<file path="config.mk">
export PLATFORM = sky130hd
export DESIGN_NAME = fft_ram_sched_flat
export DESIGN_NICKNAME = d
export VERILOG_FILES = /design/src/rtl/fft_ram_sched_if.sv /design/src/rtl/fft_ram_sched.sv /design/src/flat_wrapper.sv
export SDC_FILE = /design/constraint.sdc
export NUM_CORES = 1
export LEC_CHECK = 0
export BUFFER_PORTS_ARGS = -buffer_cell sky130_fd_sc_hd__buf_2
export CORE_ASPECT_RATIO = 0.7
export CORE_MARGIN = 3
export CORE_UTILIZATION = 35
export DETAILED_ROUTE_END_ITERATION = 10
export GPL_TIMING_DRIVEN = 0
export PLACE_DENSITY = 0.6
export SLEW_MARGIN = 20
export SYNTH_ARGS = -nofsm -noshare
export SYNTH_HDL_FRONTEND = slang
export SYNTH_SLANG_ARGS = --single-unit
</file>
<file path="constraint.sdc">
create_clock -name clk -period 9.4 [get_ports clk]
set_input_delay 0.94 -clock clk [delete_from_list [all_inputs] [get_ports clk]]
set_output_delay 0.94 -clock clk [all_outputs]
set_load 0.05 [all_outputs]
</file>
<file path="src/rtl/fft_ram_sched_if.sv">
// Signal bundle between the FFT RAM sequencer (master) and the RAM, butterfly
// and twiddle ROM side (slave).
interface fft_ram_sched_if #(
  parameter int AWL = 8
);
  localparam int SW = $clog2(AWL) + 1;

  // start is a level request that is taken only while the sequencer is idle;
  // there is no ready: busy covers the run and done pulses once at its end.
  logic           start;
  logic           busy;
  logic           done;
  logic           dbg_dump;
  logic           en_a;
  logic           en_b;
  logic           we_a;
  logic           we_b;
  logic [AWL-1:0] addr_a;
  logic [AWL-1:0] addr_b;
  logic [AWL-2:0] tw_addr;
  logic           bf_valid;
  logic [SW-1:0]  stage;
  logic [1:0]     fsm_state;

  modport master (
    input  start,
    output busy, done, dbg_dump,
    output en_a, en_b, we_a, we_b, addr_a, addr_b,
    output tw_addr, bf_valid, stage, fsm_state
  );

  modport slave (
    output start,
    input  busy, done, dbg_dump,
    input  en_a, en_b, we_a, we_b, addr_a, addr_b,
    input  tw_addr, bf_valid, stage, fsm_state
  );
endinterface

</file>
<file path="src/rtl/fft_ram_sched.sv">
// In-place radix-2 DIT FFT RAM sequencer: reads on even slots, write-backs D
// cycles later on odd slots, stage after stage until all log2(N) are done.
module fft_ram_sched #(
  parameter int AWL    = 8,
  parameter int RD_LAT = 1,
  parameter int BF_LAT = 2
) (
  input  logic            clk,
  input  logic            rst,
  fft_ram_sched_if.master bus
);
  localparam int N  = 1 << AWL;
  localparam int D  = RD_LAT + BF_LAT;
  localparam int P  = N - 1 + D;
  localparam int SW = $clog2(AWL) + 1;
  localparam int TW = $clog2(P);
  localparam logic [SW-1:0]  LAST_STAGE = SW'(AWL - 1);
  localparam logic [TW-1:0]  LAST_T     = TW'(P - 1);
  localparam logic [AWL-2:0] LAST_K     = '1;

  if ((D % 2) == 0) begin : g_even_d
    $error("fft_ram_sched: RD_LAT + BF_LAT must be odd");
  end
  if (AWL < 2) begin : g_small_awl
    $error("fft_ram_sched: AWL must be at least 2");
  end
  if (RD_LAT < 1) begin : g_small_rd_lat
    $error("fft_ram_sched: RD_LAT must be at least 1");
  end

  typedef enum logic [1:0] {IDLE, RUN, DRAIN, DONE} state_t;

  state_t         state;
  logic [SW-1:0]  s;
  logic [AWL-2:0] k;
  logic [TW-1:0]  t;
  logic           busy_r;
  logic           done_r;
  logic           en_r;
  logic           we_r;
  logic [AWL-1:0] addr_a_r;
  logic [AWL-1:0] addr_b_r;

  // Write-back delay line (D deep) and read-to-butterfly strobe line.
  logic [D-1:0]   wv;
  logic [AWL-1:0] wa [D];
  logic [AWL-1:0] wb [D];
  logic [RD_LAT:0] tv;
  logic [AWL-2:0] tt [RD_LAT+1];

  logic           issue_rd;
  logic [SW-1:0]  rd_stage;
  logic [AWL-2:0] rd_k;
  logic [AWL-1:0] kx;
  logic [AWL-1:0] span;
  logic [AWL-1:0] jv;
  logic [AWL-1:0] gv;
  logic [AWL-1:0] rd_a;
  logic [AWL-1:0] rd_b;
  logic [AWL-2:0] rd_tw;

  // A read goes out next cycle on start, on every even in-stage slot, and
  // right after the last write-back of a stage that is not the final one.
  always_comb begin
    issue_rd = 1'b0;
    rd_stage = s;
    rd_k     = k;
    case (state)
      IDLE: begin
        issue_rd = bus.start;
        rd_stage = '0;
        rd_k     = '0;
      end
      RUN: issue_rd = t[0];
      DRAIN: begin
        issue_rd = (t == LAST_T) && (s != LAST_STAGE);
        rd_stage = s + SW'(1);
        rd_k     = '0;
      end
      default: issue_rd = 1'b0;
    endcase
  end

  // tw = (k mod span) << (AWL-1-s) equals k << (AWL-1-s) kept to AWL-1 bits.
  always_comb begin
    kx    = {1'b0, rd_k};
    span  = AWL'(1) << rd_stage;
    jv    = kx & (span - AWL'(1));
    gv    = kx >> rd_stage;
    rd_a  = ((gv << rd_stage) << 1) | jv;
    rd_b  = rd_a + span;
    rd_tw = rd_k << (LAST_STAGE - rd_stage);
  end

  always_ff @(posedge clk) begin
    if (rst) begin
      state    <= IDLE;
      s        <= '0;
      k        <= '0;
      t        <= '0;
      busy_r   <= 1'b0;
      done_r   <= 1'b0;
      en_r     <= 1'b0;
      we_r     <= 1'b0;
      addr_a_r <= '0;
      addr_b_r <= '0;
      wv       <= '0;
      tv       <= '0;
      for (int i = 0; i < D; i++) begin
        wa[i] <= '0;
        wb[i] <= '0;
      end
      for (int i = 0; i <= RD_LAT; i++) begin
        tt[i] <= '0;
      end
    end else begin
      wv[0] <= 1'b0;
      for (int i = 1; i < D; i++) begin
        wv[i] <= wv[i-1];
        wa[i] <= wa[i-1];
        wb[i] <= wb[i-1];
      end
      tv[0] <= 1'b0;
      tt[0] <= '0;
      for (int i = 1; i <= RD_LAT; i++) begin
        tv[i] <= tv[i-1];
        tt[i] <= tt[i-1];
      end

      done_r   <= 1'b0;
      en_r     <= 1'b0;
      we_r     <= 1'b0;
      addr_a_r <= '0;
      addr_b_r <= '0;

      if (wv[D-1]) begin
        en_r     <= 1'b1;
        we_r     <= 1'b1;
        addr_a_r <= wa[D-1];
        addr_b_r <= wb[D-1];
      end

      if (issue_rd) begin
        en_r     <= 1'b1;
        we_r     <= 1'b0;
        addr_a_r <= rd_a;
        addr_b_r <= rd_b;
        wv[0]    <= 1'b1;
        wa[0]    <= rd_a;
        wb[0]    <= rd_b;
        tv[0]    <= 1'b1;
        tt[0]    <= rd_tw;
      end

      case (state)
        IDLE: begin
          if (bus.start) begin
            state  <= RUN;
            s      <= '0;
            k      <= (AWL-1)'(1);
            t      <= '0;
            busy_r <= 1'b1;
          end
        end
        RUN: begin
          t <= t + TW'(1);
          if (t[0]) begin
            k <= k + (AWL-1)'(1);
            if (k == LAST_K) state <= DRAIN;
          end
        end
        DRAIN: begin
          t <= t + TW'(1);
          if (t == LAST_T) begin
            if (s == LAST_STAGE) begin
              state  <= DONE;
              done_r <= 1'b1;
              busy_r <= 1'b0;
              s      <= '0;
            end else begin
              state <= RUN;
              s     <= s + SW'(1);
              k     <= (AWL-1)'(1);
              t     <= '0;
            end
          end
        end
        DONE:    state <= IDLE;
        default: state <= IDLE;
      endcase
    end
  end

  assign bus.busy      = busy_r;
  assign bus.done      = done_r;
  assign bus.dbg_dump  = done_r;
  assign bus.en_a      = en_r;
  assign bus.en_b      = en_r;
  assign bus.we_a      = we_r;
  assign bus.we_b      = we_r;
  assign bus.addr_a    = addr_a_r;
  assign bus.addr_b    = addr_b_r;
  assign bus.tw_addr   = tt[RD_LAT];
  assign bus.bf_valid  = tv[RD_LAT];
  assign bus.stage     = s;
  assign bus.fsm_state = state;
endmodule

</file>
<file path="src/flat_wrapper.sv">
// flat-port wrapper written by rule: the top's interface ports become plain ports
module fft_ram_sched_flat 
#(
  parameter int AWL    = 8,
  parameter int RD_LAT = 1,
  parameter int BF_LAT = 2
)
  (clk, rst, bus_start, bus_busy, bus_done, bus_dbg_dump, bus_en_a, bus_en_b, bus_we_a, bus_we_b, bus_addr_a, bus_addr_b, bus_tw_addr, bus_bf_valid, bus_stage, bus_fsm_state);
  fft_ram_sched_if #(.AWL(AWL)) bus_i ();
  input  logic clk;
  input  logic rst;
  input wire logic [$bits(bus_i.start)-1:0] bus_start;
  output wire logic [$bits(bus_i.busy)-1:0] bus_busy;
  output wire logic [$bits(bus_i.done)-1:0] bus_done;
  output wire logic [$bits(bus_i.dbg_dump)-1:0] bus_dbg_dump;
  output wire logic [$bits(bus_i.en_a)-1:0] bus_en_a;
  output wire logic [$bits(bus_i.en_b)-1:0] bus_en_b;
  output wire logic [$bits(bus_i.we_a)-1:0] bus_we_a;
  output wire logic [$bits(bus_i.we_b)-1:0] bus_we_b;
  output wire logic [$bits(bus_i.addr_a)-1:0] bus_addr_a;
  output wire logic [$bits(bus_i.addr_b)-1:0] bus_addr_b;
  output wire logic [$bits(bus_i.tw_addr)-1:0] bus_tw_addr;
  output wire logic [$bits(bus_i.bf_valid)-1:0] bus_bf_valid;
  output wire logic [$bits(bus_i.stage)-1:0] bus_stage;
  output wire logic [$bits(bus_i.fsm_state)-1:0] bus_fsm_state;
  assign bus_i.start = bus_start;
  assign bus_busy = bus_i.busy;
  assign bus_done = bus_i.done;
  assign bus_dbg_dump = bus_i.dbg_dump;
  assign bus_en_a = bus_i.en_a;
  assign bus_en_b = bus_i.en_b;
  assign bus_we_a = bus_i.we_a;
  assign bus_we_b = bus_i.we_b;
  assign bus_addr_a = bus_i.addr_a;
  assign bus_addr_b = bus_i.addr_b;
  assign bus_tw_addr = bus_i.tw_addr;
  assign bus_bf_valid = bus_i.bf_valid;
  assign bus_stage = bus_i.stage;
  assign bus_fsm_state = bus_i.fsm_state;
  fft_ram_sched #(.AWL(AWL), .RD_LAT(RD_LAT), .BF_LAT(BF_LAT)) u_core (.clk(clk), .rst(rst), .bus(bus_i));
endmodule
</file>
; After elaboration in Yosys (flattened, before gate mapping)
; Memories as Yosys holds them, arrays and structs flattened.
; Index checks and enable logic that the tools add are counted.
; Widths: inputs -> output; s select.
[word_totals]
mem_bits_rw = 62
romBits = 0
memories = 3
inputBits = 3
latch_bits = 0
output_inout_bits = 37
wordCells = 111
register_bits = 47
[op_classes]
bitwise = 13
shifts = 4
reduce_logical = 12
magnitude_cmp = 0
addsub = 6
muxes = 48
n_mul = 0
eq_ne = 13
n_div = 0
[mem_list]
columns = memory, depth, word_bits, rd, rd_clocked_by_memory_dff, wr, line
row1 = u_core.wa, 3, 8, 3, 0, 3, fft_ram_sched.sv:46  ; logic [AWL-1:0] wa [D];
row2 = u_core.wb, 3, 8, 3, 0, 3, fft_ram_sched.sv:47  ; logic [AWL-1:0] wb [D];
row3 = u_core.tt, 2, 7, 2, 0, 2, fft_ram_sched.sv:49  ; logic [AWL-2:0] tt [RD_LAT+1];
[ops]
columns = op, count
row1 = $mux 8, 10
row2 = $mux 7, 8
row3 = $mux 9, 3
row4 = $pmux 9 s3, 1
row5 = $pmux 7 s3, 1
row6 = $pmux 4 s2, 2
row7 = $mux 1, 12
row8 = $mux 4, 3
row9 = $mux 2, 5
row10 = $add 9x1->9 const B, 1
row11 = $eq 9x9->1 const B, 1
row12 = $or 1x1->1, 9
row13 = $add 8x8->8, 1
row14 = $and 7x8->8, 1
row15 = $ne 2x1->1 const B, 4
row16 = $or 8x8->8, 1
row17 = $pmux 2 s4, 1
row18 = $reduce_and 4->1, 2
row19 = $shl 1x4->8 const A, 1
row20 = $shl 8x4->7, 1
row21 = $shr 7x4->8, 1
row22 = $sub 8x1->8 const B, 1
row23 = $add 7x1->7 const B, 1
row24 = $eq 7x7->1 const B, 1
row25 = other kinds (20), 24

; Depth between registers and ports, before layout
; Gate-level depths: netlist of the first run.
[depth]
ltp_word = 8
ltp_mapped = 20
ltp_nobuf = 18

; Worst setup path after synthesis of the first run
; Ideal clock, no wire load.
[synth_timing]
kind = register to register
startpoint = register u_core.state[0], in the netlist u_core.bus.fsm_state[0]
endpoint = memory u_core.wb[0][7] (data pin)
t_arrival_ps = 4320
synth_period_minus_slack_ps = 4586
path_buffers = 2
path_stages_with_launch = 21
path_slack_ps = 4814
required_ps = 9134
setup_time_ps = 266
path_cell_list = dfxtp_1 clkbuf_1 inv_1 ha_1 buf_6 nand2b_1 nand3_1 nand2_1 nor2_1 nand3_1 ha_1 xnor2_1 o32ai_2 ha_1 a21oi_1 o211ai_1 a21o_1 a21oi_1 xnor2_1 xnor2_1 nor2_1
[synth_rtl]
columns = item, line
row1 = "start, declared", fft_ram_sched.sv:33  ; state_t state;
row2 = "start signal, assigned", fft_ram_sched.sv:97  ; state <= IDLE;
row3 = "start signal, assigned", fft_ram_sched.sv:158  ; state <= RUN;
row4 = "start signal, assigned", fft_ram_sched.sv:169  ; if (k == LAST_K) state <= DRAIN;
row5 = "end, declared", fft_ram_sched.sv:47

==> out/results.ini, run 1 <==
[status]
status=finished, final reports clean

[sta]
setup-tns-final_ps=0
fin_crit_sh_pct=54.6
setup-violations-final=0
drv_slew=0
slew_headroom_pct=46.1
hold_viol=0
period_needed_ps=5130
skew_ps=5.48
worst_slew_pin_slew_ps=809
timing.hold.ws_ps=439
max_clock_freq_ghz=0.195
rsz0062_at_grt=false

[setup_path]
worst_setup_path_end_kind=register
path_cells=clkbuf_1 > inv_1 > ha_1 > or2_1 > buf_6 > a21oi_1 > clkbuf_1 > nand3_1 > ha_1 > xnor2_1 > o32ai_2 > ha_1 > a21oi_1 > o211ai_1 > a21o_1 > a21oi_1 > xnor2_1 > xnor2_1 > nor2_1
crit_buf_inv=4
crit_family=compound AO/OA/AOI/OAI gates
cp.required_ps=9480
crit_type=register to register
critical-path-max-stage-delay_ps=440
critPathMaxFanout=10
critical-path-slowest-cell=dfxtp_1
crit_arrival_ps=5210
start_kind=register
reg2reg_slack_ps=4270

[floorplanning]
die_w_microns=152
rows=36
die_y_microns=109
num_io_pins=40
core-area_sq_um=14300
start_util_pct=36.8
design.die.area_sq_um=16500

[clocking]
h-tree-depth=3
clk_pin_slew_ps=70
cts.sinks=107
cts-resized-gates=0
post-cts-setup-buffer-count=0
hold_buffers=0
cts_tree=yes
cts_buffers=9
clk_path_buf_depth=2
cts-root-buf=clkbuf_16
insertion_delay_ps=350

[synth]
ys_seq_area_share_pct=49.9
syn_inst=533
ys.warnings.count=0
synth-edff-count=48
async_reset_ff_share_pct=0
netlist_area_sq_um=5260
synth.avg_cell_area_sq_um=9.86
synth_ff_type=dfxtp_1
ys_seq_elements=107
ys_types=73

[global_route]
grt_max_degree=19
antenna_found_initial=0
grt_usage_pct=16.5
grt_pass1_wl_mm=21.2
grt_pass1_vias=4036
gr-total-overflow=0

[detailed_routing]
drt-wirelength-per-cell_microns=16.2
dr.pass1.iters=5
drt-total-wl_mm=13.1
ant_nets=0
vias=4159
viasPerCell=5.13
first_iter_violations=377
drc_errors=0

[final_layout]
final_common_cell=dfxtp_1
num_antenna_cells=0
syn2layout_area_growth_pct=16.4
drive_gt1_share_pct=15.3
fillCellCount=1394
layout_common_cells=dfxtp_1 (59), nor2_1 (56), nor2b_1 (53)
multi_input_area_sq_um=2550
nets=636
finish.instance_area_sq_um=6120
seqCellArea_sq_um=2620

[flow_run]
maxCapViolCount=0

[power_and_ir_drop]
ir_drop_mv=0.0845
powerDensity_nw_per_um2=242
p_leak_uw=0.00240

[place]
gp_congestion=0.924
port_buffers=39
hpwl_mm=9.63
dpl_cell_area_sq_um=5810

[hold_path]
hold_class=register to register

worst paths after layout:
check,startpoint,endpoint,depth (start not counted)
max,u_core.bus.fsm_state[0]$_SDFFE_PP0P_,u_core.wb[0][7]$_SDFFCE_PN0P_,19
min reg2reg,u_core.tv[0]$_SDFF_PP0_,u_core.wv[1]$_SDFF_PP0_,1
min,u_core.tv[0]$_SDFF_PP0_,u_core.wv[1]$_SDFF_PP0_,1
max reg2reg,u_core.bus.fsm_state[0]$_SDFFE_PP0P_,u_core.wb[0][7]$_SDFFCE_PN0P_,19
layer usage:
| metal | vias to the layer above | track usage, % | routed length, microns |
|---|---|---|---|
| met4 | 0 | 6.74 | 322 |
| li1 | 2018 | - | - |
| met5 | - | 0 | 0 |
| met1 | 1961 | 23.6 | 6610 |
| met2 | 157 | 23.8 | 5330 |
| met3 | 23 | 4.16 | 824 |
registers in the layout (all words and copies together), names as in the netlist, 2 cells and up:
signal	flops
u_core.bus.addr_b	8
u_core.wv	2
u_core.tt	14
u_core.bus.fsm_state	2
u_core.k	7
u_core.t	9
u_core.bus.stage	4
u_core.bus.addr_a	8
u_core.wa	24
u_core.wb	24
logic make-up after synthesis:
group,after synthesis,share of synthesized area [%]
compound gates,115,14.9
xor+xnor,10,1.67
fa+ha+maj,18,4.43
buf+inv,39,3.86
flops,107,49.9
mux,7,1.40
other cells,1,0.0713
simple gates,236,23.7
stage by stage:
stage	power, uW	instances	setup WS [ps]	utilization (%)
finish	1480	810	4270	42.9
global route	1570	810	3790	42.9
CTS	1490	810	4330	42.9
detailed placement	1090	794	4360	40.7
global placement	1080	794	4360	40.7
floorplan	966	565	4810	-
cell type report:
class / count / area share [%]
well taps: 190 / 3.88
plain buffers: 28 / 2.64
flip-flops and latches: 107 / 42.9
inverters: 11 / 0.675
clock buffers: 10 / 3.91
clock inverters: 6 / 1.17
repair buffers: 39 / 3.19
multi-input cells: 419 / 41.7
where the power goes:
| group | total, uW | internal, uW | leakage (uW) | switching [uW] |
|---|---|---|---|---|
| Combinational | 520 | 164 | 0.00127 | 356 |
| Clock | 389 | 217 | 0.000151 | 173 |
| Sequential | 573 | 549 | 0.000978 | 23.5 |
synth_stat cells, types with 2 or more instances:
| master | count | area share [%] |
|---|---|---|
| dfxtp_1 | 59 | 22 |
| nor2_1 | 56 | 4.0 |
| nor2b_1 | 53 | 6.3 |
| edfxtp_1 | 48 | 27 |
| nand2_1 | 47 | 3.4 |
| a21oi_1 | 36 | 3.4 |
| nor3_1 | 22 | 2.1 |
| ha_1 | 17 | 4.0 |
| o21ai_0 | 17 | 1.6 |
| clkbuf_1 | 13 | 0.93 |
| nand3_1 | 13 | 1.2 |
| inv_1 | 11 | 0.79 |
| a22o_1 | 8 | 1.3 |
| xnor2_1 | 8 | 1.3 |
| a31oi_1 | 7 | 0.83 |
| o21ai_1 | 7 | 0.67 |
| a21o_1 | 6 | 0.86 |
| buf_2 | 6 | 0.57 |
| nand2b_1 | 6 | 0.71 |
| or2_1 | 5 | 0.60 |
| a211oi_1 | 4 | 0.57 |
| and2_1 | 4 | 0.48 |
| buf_4 | 4 | 0.57 |
| mux2i_1 | 4 | 0.76 |
| a21oi_2 | 3 | 0.50 |
| buf_6 | 3 | 0.64 |
| mux2_2 | 3 | 0.64 |
| nand3b_1 | 3 | 0.43 |
| nand4_1 | 3 | 0.36 |
| o22ai_1 | 3 | 0.36 |
| or3_1 | 3 | 0.36 |
| a22oi_1 | 2 | 0.29 |
| nor3b_1 | 2 | 0.29 |
| nor4b_2 | 2 | 0.57 |
| o211ai_1 | 2 | 0.29 |
| o21bai_1 | 2 | 0.29 |
| o32ai_2 | 2 | 0.62 |
| or2_2 | 2 | 0.24 |
| or4_1 | 2 | 0.29 |
| xor2_1 | 2 | 0.33 |
Note: power is estimated with default switching activity, not from simulation.
==> run 2: changes to the inputs <==
--- a/config.mk
+++ b/config.mk
@@ -5,6 +5,7 @@
 export SDC_FILE = /design/constraint.sdc
 export NUM_CORES = 1
 export LEC_CHECK = 0
+export ABC_AREA = 1
 export BUFFER_PORTS_ARGS = -buffer_cell sky130_fd_sc_hd__buf_2
 export CORE_ASPECT_RATIO = 0.7
 export CORE_MARGIN = 3
==> constraint.sdc (replaced) <==
create_clock -name clk -period 5.21 [get_ports clk]
set_input_delay 0.521 -clock clk [delete_from_list [all_inputs] [get_ports clk]]
set_output_delay 0.521 -clock clk [all_outputs]
set_load 0.05 [all_outputs]
==> out/results.ini, run 2 <==
[status]
status=finished, final reports clean

[setup_path]
r2r_end=u_core.wb[0][7]$_SDFFCE_PN0P_
rr_worst_depth=26
worst_setup_path_end_kind=register
r2r-start=u_core.bus.fsm_state[0]$_SDFFE_PP0P_
cp.required_ps=5290
reg2reg_slack_ps=390
crit_arrival_ps=4900
crit_type=register to register
start_kind=register
critPathMaxFanout=10

[synth]
async_reset_ff_share_pct=0
synth-edff-count=48
ys_types=50
synth.avg_cell_area_sq_um=8.44
ys_seq_area_share_pct=49.9
synthDominantCellAreaShare_pct=27.4
synth_ff_type=dfxtp_1
netlist_area_sq_um=5260
syn_inst=623
synth.most_common_cell=nand2_1
ys.warnings.count=0
ys_seq_elements=107
synth_top_cell_by_area=edfxtp_1
yosys-top-cells-count=nand2_1 (102), nor2_1 (96), inv_1 (91)
yosys-top-cells-area=edfxtp_1 (27%), dfxtp_1 (22%), nand2_1 (7.3%)

[final_layout]
post-route-util_pct=42.8
final_common_cell=nand2_1
num_antenna_cells=0
drive_gt1_share_pct=14.4
layout_common_cells=nand2_1 (102), nor2_1 (96), inv_1 (91)
reg.largest.list=u_core.wa x24, u_core.wb x24, u_core.tt x14
multi_input_area_sq_um=2260
syn2layout_area_growth_pct=16.3
nets=725
fillCellCount=1403
seqCellArea_sq_um=2620

[hold_path]
whs_path_depth=2
whs_endpoint=u_core.wv[1]$_SDFF_PP0_
hold_class=register to register
min_from=u_core.tv[0]$_SDFF_PP0_

[floorplanning]
start_util_pct=36.8
die_w_microns=152
num_io_pins=40
core-area_sq_um=14300
design.die.area_sq_um=16500
die_y_microns=109
rows=36

[place]
gp_congestion=0.885
port_buffers=38
hpwl_mm=9.68

[power_and_ir_drop]
p_leak_uw=0.00271
ir_drop_mv=0.148
powerDensity_nw_per_um2=537

[clocking]
clk_path_buf_depth=2
clk_pin_slew_ps=70
cts-root-buf=clkbuf_16
cts.sinks=107
cts_tree=yes
insertion_delay_ps=360
cts-resized-gates=0
cts_buffers=9
post-cts-setup-buffer-count=0
h-tree-depth=3
hold_buffers=0

[sta]
slew_headroom_pct=45.3
rsz0062_at_grt=false
fin_crit_sh_pct=92.4
skew_ps=7.43
setup-violations-final=0
setup-tns-final_ps=0
drv_slew=0
period_needed_ps=4820
hold_viol=0
max_clock_freq_ghz=0.208
worst_slew_pin_slew_ps=812

[global_route]
antenna_found_initial=0
grt_pass1_vias=3985
gr-total-overflow=0
grt_usage_pct=15.9
grt_pass1_wl_mm=20.7
grt_max_degree=20

[detailed_routing]
drt-total-wl_mm=12.7
viasPerCell=4.75
ant_nets=0
drt-wirelength-per-cell_microns=14.1
dr.pass1.iters=5
first_iter_violations=318
drc_errors=0
vias=4267

[flow_run]
maxCapViolCount=0

## run 2: cell count changes after synthesis, sizes merged, moves of 7 or more
cell | before | now
nor2 | 58 | 102
nor3 | 23 | 9
a21oi | 39 | 31
nand3 | 14 | 42
nand2 | 48 | 115
nor2b | 53 | 0
a22o | 8 | 1
inv | 11 | 100
## run 2: how the worst max path moves through the flow
stage	start	to	slack (ps)	cells past startpoint
after floorplan	u_core.bus.fsm_state[0]$_SDFFE_PP0P_	u_core.wb[0][7]$_SDFFCE_PN0P_	800	26
after global placement	u_core.bus.fsm_state[0]$_SDFFE_PP0P_	u_core.wb[0][7]$_SDFFCE_PN0P_	520	26
after detailed placement	u_core.bus.fsm_state[0]$_SDFFE_PP0P_	u_core.wb[0][7]$_SDFFCE_PN0P_	450	26
after global routing	u_core.bus.fsm_state[0]$_SDFFE_PP0P_	u_core.wb[0][7]$_SDFFCE_PN0P_	0.2	26
final	u_core.bus.fsm_state[0]$_SDFFE_PP0P_	u_core.wb[0][7]$_SDFFCE_PN0P_	390	26
after CTS	u_core.bus.fsm_state[0]$_SDFFE_PP0P_	u_core.wb[0][7]$_SDFFCE_PN0P_	430	26
## run 2: power breakdown
group | switching (uW) | internal, uW | total, uW
clock network | 324 | 362 | 686
logic | 1060 | 412 | 1470
registers | 70.2 | 1060 | 1130
## run 2: area by class of cell
class                      instances  share of cell area [%]
multi-input combinational        428                    37.0
sequential                       107                    42.9
tap                              190                    3.89
clock buffer                      10                    4.09
timing repair buffer              38                    3.11
buffer                            18                    1.70
clock inverter                     6                   0.962
inverter                         102                    6.35
## run 2: stage by stage
stage                     total power, uW  std cells  hold slack (ps)  worst slack (ps)  instance area, sq um
final                                3280        899              406               394                  6110
after detailed placement             2600        883              397               453                  5800
after global routing                 3510        899              423             0.179                  6110
after global placement               2590        883              392               515                  5800
after CTS                            3290        899              406               426                  6110
after floorplan                      2230        655              388               803                  5380
## run 2: layer usage
layer | vias to the layer above | wire [microns] | global-route usage [%]
met1 | 1985 | 6530 | 22.9
met3 | 13 | 872 | 4.08
li1 | 2146 | - | -
met2 | 123 | 5090 | 23.4
met4 | 0 | 211 | 5.15
met5 | - | 0 | 0
## run 2: worst max-delay path: stages (launching register included)
cell and delay [ps]:
dfxtp_1 390, clkbuf_1 300, inv_1 170, ha_1 360, nor2_4 270, nand2_2 170, nand2_4 120, buf_6 160
inv_2 100, nor2_1 140, inv_1 90, nor2_1 170, inv_1 110, ha_1 250, nor2_1 110, nor2_1 40
nand2_1 70, nand2_1 90, ha_1 350, a21oi_1 110, o21ai_0 270, a21oi_1 110, o21bai_1 180, xor2_1 210
inv_1 60, nand2_1 80, a21oi_1 60
## run 2: logic make-up (layout without fill, tap and decap cells)
family                     after synthesis  after routing  synth area share (%)
AOI/OAI and AO/OA                       87             87                  10.7
xor gates and xnor gates                11             11                  1.83
buffers and inverters                  120            174                  9.36
other                                    1             33                0.0714
adders and majority gates               18             18                  4.43
DFF                                    107            107                  49.9
and+or+nand+nor                        279            279                  23.7
==> run 3: changes to the inputs <==
--- a/config.mk
+++ b/config.mk
@@ -6,13 +6,13 @@
 export NUM_CORES = 1
 export LEC_CHECK = 0
 export ABC_AREA = 1
-export BUFFER_PORTS_ARGS = -buffer_cell sky130_fd_sc_hd__buf_2
+export BUFFER_PORTS_ARGS = -buffer_cell sky130_fd_sc_hd__buf_4
 export CORE_ASPECT_RATIO = 0.7
 export CORE_MARGIN = 3
 export CORE_UTILIZATION = 35
 export DETAILED_ROUTE_END_ITERATION = 10
 export GPL_TIMING_DRIVEN = 0
-export PLACE_DENSITY = 0.6
+export PLACE_DENSITY = 0.49
 export SLEW_MARGIN = 20
 export SYNTH_ARGS = -nofsm -noshare
 export SYNTH_HDL_FRONTEND = slang
==> out/results.ini, run 3 (synthesis results as in run 2) <==
[sta]
max_clock_freq_ghz=0.215
drv_slew=0
layout_setup_ws_ps=562
setup-tns-final_ps=0
fin_crit_sh_pct=89.2
period_needed_ps=4650
setup-violations-final=0
worst_slew_pin_slew_ps=936
rsz0062_at_grt=false
hold_viol=0
skew_ps=11.9
slew_headroom_pct=36.9

[global_route]
grt_pass1_vias=3871
grt.busiest_layer=met1
gr-usage-met1_pct=25.8
gr-total-overflow=0
use_met3_pct=3.64
gr-usage-met2_pct=22.2
grt_pass1_wl_mm=21.0
grt_usage_pct=16.2
grt_max_degree=20
antenna_found_initial=0

[setup_path]
crit_arrival_ps=4710
critPathMaxFanout=10
cp.required_ps=5280
crit_type=register to register
start_kind=register
critical-path-max-stage-delay_ps=420
worst_setup_path_end_kind=register
critical-path-slowest-cell=dfxtp_1

[detailed_routing]
drt-total-wl_mm=13.1
viasPerCell=4.66
ant_nets=0
dr.pass1.iters=5
vias=4192
first_iter_violations=355
drt-wirelength-per-cell_microns=14.6
drc_errors=0

[final_layout]
syn2layout_area_growth_pct=17.7
nets=725
reg.largest.list=u_core.wa x24, u_core.wb x24, u_core.tt x14
num_antenna_cells=0
final_common_cell=nand2_1
layout_common_cells=nand2_1 (102), nor2_1 (96), inv_1 (91)
fillCellCount=1478
drive_gt1_share_pct=14.4

[power_and_ir_drop]
p_clk_share_pct=19.9
p_sw_uw=1470
ir_drop_mv=0.195
p_leak_uw=0.00270
seq_power_share_pct=34.2
switching_share_pct=44.6
powerDensity_nw_per_um2=535
comb_power_share_pct=45.9
p_int_uw=1830

[floorplanning]
design.die.area_sq_um=16500
rows=36
core-area_sq_um=14300
die_w_microns=152
num_io_pins=40
die_y_microns=109
start_util_pct=36.8

[place]
gp_congestion=0.910
hpwl_mm=10.1
port_buffers=38
pre_cts_ws_ps=425

[clocking]
clk_pin_slew_ps=70
insertion_delay_ps=350
cts-root-buf=clkbuf_16
clk_path_buf_depth=2
post-cts-setup-buffer-count=0
cts_tree=yes
cts.sinks=107
h-tree-depth=3
cts_buffers=9

[status]
status=finished, final reports clean

[hold_path]
hold_class=register to register

[flow_run]
maxCapViolCount=0

## run 3: what timing repair did
item,CTS,global route
endpoints found under the setup margin,0,2
resized for setup,0,2
hold buffers,0,0
## run 3: cell type report
| class | instances | area (sq um) | area share (%) |
|---|---|---|---|
| flip-flops and latches | 107 | 2620 | 42.4 |
| multi-input cells | 428 | 2260 | 36.5 |
| inverters | 102 | 388 | 6.27 |
| repair buffers | 38 | 285 | 4.61 |
| well taps | 190 | 238 | 3.84 |
| clock buffers | 10 | 229 | 3.70 |
| plain buffers | 18 | 105 | 1.70 |
| clock inverters | 6 | 57.6 | 0.930 |
## run 3: worst paths after layout
kind                                         from                             to  slack, ps  cells past startpoint
max          u_core.bus.fsm_state[0]$_SDFFE_PP0P_  u_core.wb[0][7]$_SDFFCE_PN0P_        560                     26
min                    u_core.tt[0][4]$_SDFF_PP0_     u_core.tt[1][4]$_SDFF_PP0_        400                      2
max reg2reg  u_core.bus.fsm_state[0]$_SDFFE_PP0P_  u_core.wb[0][7]$_SDFFCE_PN0P_        560                     26
min reg2reg            u_core.tt[0][4]$_SDFF_PP0_     u_core.tt[1][4]$_SDFF_PP0_        400                      2
## run 3: worst max-delay path: cells and delay by family (launching register included)
kind | cells | cell delay [ps]
AOI/OAI and AO/OA | 5 | 710
xor gates and xnor gates | 1 | 200
adders and majority gates | 3 | 940
buffers and inverters | 7 | 870
DFF | 1 | 420
and+or+nand+nor | 10 | 1230
## run 3: layer usage
metal	up-vias	part of all wire [%]
met3	9	4.9
met5	-	0
met1	1947	57
met4	0	0.68
li1	2145	-
met2	91	38
## run 3: stage by stage
stage                     hold slack (ps)  util, %  instances  cell area (sq um)  power [uW]
final                                 405     43.3        899               6190        3310
after global routing                  419     43.3        899               6190        3530
after CTS                             403     43.3        899               6180        3320
after detailed placement              402     41.3        883               5900        2650
after global placement                392     41.3        883               5900        2650
after floorplan                       388        -        655               5380        2230
## run 3: power groups by stage
| stage | Combinational, uW | Sequential (uW) | Clock, uW |
|---|---|---|---|
| final | 1520 | 1130 | 660 |
| after global placement | 1510 | 1140 | 0 |
| after detailed placement | 1500 | 1150 | 0 |
| after CTS | 1510 | 1130 | 683 |
| after floorplan | 916 | 1310 | 0 |
| after global routing | 1670 | 1150 | 713 |
